===== src/rtl/eth_tx_sched.sv =====
// eth_tx_sched: latches per-channel TX requests, grants one idle engine at a time and
// holds the grant until the engine's ready rises again or the watchdog aborts it.
module eth_tx_sched #(
   parameter int N_CH    = 4,
   parameter int RR_MODE = 0,
   parameter int TIMEOUT = 65535,
   parameter int CNT_W   = 16,
   parameter int CH_W    = 4
) (
   input  logic            clk,
   input  logic            rst_n,
   input  logic [N_CH-1:0] i_req,
   input  logic [N_CH-1:0] i_ch_en,
   input  logic [N_CH-1:0] i_ready,
   output logic [N_CH-1:0] o_pend,
   output logic [N_CH-1:0] o_start,
   output logic            o_active,
   output logic [CH_W-1:0] o_active_idx,
   output logic            o_done,
   output logic            o_timeout
);
   typedef enum logic [1:0] {IDLE, START, ACTIVE} state_t;
   localparam logic [CNT_W-1:0] WD_LAST = CNT_W'(TIMEOUT - 1);
   state_t          state_q;
   logic [N_CH-1:0] pend_q, pend_d, ready_q, start_q, elig, sh, rise_sh;
   logic [CH_W-1:0] ptr_q, idx_q, sel;
   logic [CNT_W-1:0] wd_q;
   logic            found, done, wd_fire, done_q, to_q;
   int              c;
   // Scan starts at the RR pointer in round-robin mode, at channel 0 otherwise.
   always_comb begin
      elig = pend_q & i_ch_en & i_ready;
      sel = '0;
      found = 1'b0;
      c = 0;
      sh = '0;
      for (int k = 0; k < N_CH; k++) begin
         c = (RR_MODE != 0) ? (int'(ptr_q) + k) % N_CH : k;
         sh = elig >> c;
         if (!found && sh[0]) begin
            found = 1'b1;
            sel = CH_W'(c);
         end
      end
   end
   // start_q is only non-zero during START, so it doubles as the pending clear; set wins.
   assign pend_d  = (pend_q & ~start_q) | i_req;
   assign rise_sh = (i_ready & ~ready_q) >> idx_q;
   assign done    = rise_sh[0];
   assign wd_fire = (TIMEOUT != 0) && (wd_q == WD_LAST);
   assign o_pend       = pend_q;
   assign o_start      = start_q;
   assign o_active     = state_q != IDLE;
   assign o_active_idx = idx_q;
   assign o_done       = done_q;
   assign o_timeout    = to_q;
   always_ff @(posedge clk) begin
      if (!rst_n) begin
         state_q <= IDLE;
         pend_q  <= '0;
         ready_q <= '1;
         start_q <= '0;
         idx_q   <= '0;
         ptr_q   <= '0;
         wd_q    <= '0;
         done_q  <= 1'b0;
         to_q    <= 1'b0;
      end else begin
         pend_q  <= pend_d;
         ready_q <= i_ready;
         start_q <= '0;
         done_q  <= 1'b0;
         to_q    <= 1'b0;
         case (state_q)
            IDLE: if (found) begin
               state_q <= START;
               idx_q   <= sel;
               start_q <= N_CH'(1) << sel;
               ptr_q   <= (int'(sel) == N_CH - 1) ? '0 : sel + 1'b1;
            end
            START: begin
               state_q <= ACTIVE;
               wd_q    <= '0;
            end
            default: if (done) begin
               state_q <= IDLE;
               idx_q   <= '0;
               done_q  <= 1'b1;
            end else if (wd_fire) begin
               state_q <= IDLE;
               idx_q   <= '0;
               to_q    <= 1'b1;
            end else if (wd_q != '1) begin
               wd_q <= wd_q + 1'b1;
            end
         endcase
      end
   end
endmodule


===== config.mk =====
export PLATFORM = sky130hd
export DESIGN_NAME = eth_tx_sched
export DESIGN_NICKNAME = d
export VERILOG_FILES = /design/src/rtl/eth_tx_sched.sv
export SDC_FILE = /design/constraint.sdc
export NUM_CORES = 1
export LEC_CHECK = 0
export BUFFER_PORTS_ARGS = -buffer_cell sky130_fd_sc_hd__buf_4
export CAP_MARGIN = 5
export CORE_MARGIN = 2
export CORE_UTILIZATION = 30
export DETAILED_ROUTE_END_ITERATION = 7
export GPL_TIMING_DRIVEN = 0
export SLEW_MARGIN = 10
export SYNTH_ARGS = -nofsm -noshare
export SYNTH_HDL_FRONTEND = slang
export SYNTH_SLANG_ARGS = --single-unit

===== constraint.sdc =====
create_clock -name clk -period 2.9 [get_ports clk]
set_input_delay 0.87 -clock clk [delete_from_list [all_inputs] [get_ports clk]]
set_output_delay 0.87 -clock clk [all_outputs]
set_load 0.05 [all_outputs]

==> flow_metrics.env <==
export IMPL_post_cts_buffers=0
export IMPL_met3_usage_pct=4.30
export IMPL_gp_congestion=0.757
export IMPL_grtUsageMet2_pct=18.0
export IMPL_critPathBufInv=1
export IMPL_max_freq_mhz=451
export IMPL_synthFlopType="dfxtp_1"
export IMPL_power_internal_mw=0.707
export IMPL_synthToLayoutAreaGrowth_pct=23.0
export IMPL_antenna_found_initial=0
export IMPL_switching_share_pct=29.1
export IMPL_maxSlewViolCount=0
export IMPL_routed_wl_um=3370
export IMPL_total_power_mw=0.998
export IMPL_dr_pass1_iters=4
export IMPL_yosys_area_top_type="dfxtp_1"
export IMPL_p_leak_nw=0.780
export IMPL_clock_sinks=34
export IMPL_synth_most_common_cell="dfxtp_1"
export IMPL_clock_latency_ns=0.29
export IMPL_cts_inserted_buffers=5
export IMPL_endpoint_kind="register"
export IMPL_syn_area_um2=1640
export IMPL_htreeDepth=2
export IMPL_power_frac_seq_pct=49.5
export IMPL_tns_ns=0
export IMPL_rsz0062_at_grt="false"
export IMPL_async_flop_share_pct=0
export IMPL_synth_edf_count=0
export IMPL_top_usage_layer="met2"
export IMPL_grt_overflow_total=0
export IMPL_die_width_um=77.9
export IMPL_grt_use_met1_pct=17.2
export IMPL_post_synth_cell_area_avg_um2=9.25
export IMPL_critPathSlowestCell="or4_4"
export IMPL_cp_required_ns=3.09
export IMPL_synth_common_cells="34 x dfxtp_1, 14 x nand2_1, 14 x nor2_1"
export IMPL_io_buffers=26
export IMPL_postCtsHoldBufs=0
export IMPL_cts_repair_resized=0
export IMPL_power_frac_comb_pct=14.9
export IMPL_synth_top_area_share_pct=41.6
export IMPL_synth_seq_cells=34
export IMPL_worstSetupPathType="in -> reg"
export IMPL_hp_class="reg -> reg"
export IMPL_grt_usage_pct=12.3
export IMPL_viasPerCell=4.88
export IMPL_min_period_ns=2.22
export IMPL_initial_core_util_pct=31.7
export IMPL_via_count=1376
export IMPL_grt_pass1_wl_um=5950
export IMPL_arrival_ns=2.41
export IMPL_peakVddDrop_uv=221
export IMPL_finalHoldViolations=0
export IMPL_slowest_delay_ns=0.58
export IMPL_synth_cell_types=55
export IMPL_rows=26
export IMPL_final_antenna_net_count=0
export IMPL_die_area_um2=6070
export IMPL_p_switching_mw=0.291
export IMPL_post_route_period_util_pct=76.5
export IMPL_final_util_pct=38.9
export IMPL_die_y_um=77.9
export IMPL_grt_max_degree=13
export IMPL_cts_tree="done"
export IMPL_num_nets_final=227
export IMPL_relSlewSlack_pct=54.9
export IMPL_ys_seq_area_share_pct=41.6
export IMPL_ios=29
export IMPL_grt_pass1_vias=1264
export IMPL_p_per_area_nw_per_um2=495
export IMPL_post_dp_hpwl_um=2480
export IMPL_path_cells="buf_4 -> and4b_4 -> or4_4 -> nor3_4 -> a31oi_1 -> a41o_1"
export IMPL_finalSetupViolCount=0
export IMPL_clock_path_buffers=2
export IMPL_clk_pin_slew_ns=0.07
export IMPL_start_kind="input port"
export IMPL_dr_first_iter_drc_count=53
export IMPL_synthesis_instances=177
export IMPL_coreArea_um2=5170
export IMPL_cp_top_family="simple AND/OR/NAND/NOR gates"
export IMPL_cts_root_buf="clkbuf_8"
export IMPL_worstMarginPinSlew_ns=0.667
export IMPL_drive_gt1_share_pct=26.4
export IMPL_status="completed"
export IMPL_maxCapViolCount=0
export IMPL_cp_max_fo=6
export IMPL_synth_warnings=0
export IMPL_antennaDiodeCount=0
export IMPL_pwr_share_clk_pct=35.6
export IMPL_synthTopCellsByArea="dfxtp_1 42%, nand2_1 3.2%, nor2_1 3.2%"
export IMPL_wl_per_cell_um=12.0
export IMPL_fin_worst_skew_ns=0.00597
export IMPL_drc=0
## layout make-up
class,count,area [um2]
clock inverter,3,21.3
tap,70,87.6
sequential,34,681
clock buffer,5,68.8
fill,526,3160
multi-input combinational,130,891
buffer,8,47.5
timing repair buffer,26,195
inverter,6,22.5
## path summary, 6_finish.rpt
kind	depth (start not counted)	endpoint	slack (ns)	from
worst max-delay path	6	wd_q[11]	0.68	i_ready[3]
worst min-delay path	2	wd_q[5]	0.51	wd_q[5]
worst max register to register	5	wd_q[11]	0.95	o_active_idx[0]
worst min register to register	2	wd_q[5]	0.51	wd_q[5]
## through the flow
stage	cell area [um2]	cells	setup WS, ns	hold slack, ns
after floorplan	1640	178	0.602	0.467
after global placement	1920	274	0.380	0.488
after detailed placement	1920	274	0.368	0.501
after CTS	2010	282	0.678	0.511
after global routing	2010	282	0.615	0.534
final	2010	282	0.680	0.510
## worst register-to-register path: cells and delay by family (launching register included)
| kind | cells | cell delay (ns) |
|---|---|---|
| AOI/OAI and AO/OA | 2 | 0.34 |
| DFF | 1 | 0.41 |
| and+or+nand+nor | 3 | 1.11 |
## cell usage in the layout, fill, tap and decap left out, drive strengths merged, types with 4 or more instances in the layout
cell type and n:
buf 31, nor2 14, nand2b 7, a21oi 9, nand3 9, dfxtp 34, inv 6, or4 5
nor2b 5, o21ai 5, or3 4, and2 4, nand4 8, nand2 14, o211ai 4, clkbuf 8
o21a 4
## power by group through the flow
stage,Sequential (mW),Combinational (mW),Clock [mW]
after CTS,0.494,0.150,0.369
after floorplan,0.529,0.0780,0
after detailed placement,0.505,0.149,0
final,0.494,0.149,0.355
after global placement,0.505,0.149,0
after global routing,0.496,0.161,0.386
## state kept, by name, summed over array words and instances, names as in the netlist
name and flops:
o_active_idx 2, o_done 1, o_pend 4, o_start 4, o_timeout 1, ready_q 4, state_q 2, wd_q 16
## kinds of logic (layout without fill, tap and decap cells)
logic type / count (synthesis) / in the layout / synth area share [%]
AO/OA/AOI/OAI: 37 / 37 / 16.8
adder cells (fa/ha/maj): 2 / 2 / 1.53
flip-flops: 34 / 34 / 41.6
other: 1 / 2 / 0.229
AND/OR/NAND/NOR: 85 / 85 / 33.5
buffers and inverters: 14 / 48 / 4.28
XOR/XNOR: 4 / 4 / 2.14
## layer usage
layer / wire, um / vias up / part of all wire [%]
met4: 25 / 0 / 0.74
li1: - / 711 / -
met3: 192 / 4 / 5.7
met2: 1480 / 33 / 44
met5: 0 / - / 0
met1: 1670 / 628 / 49
(Power assumes the default switching activity.)
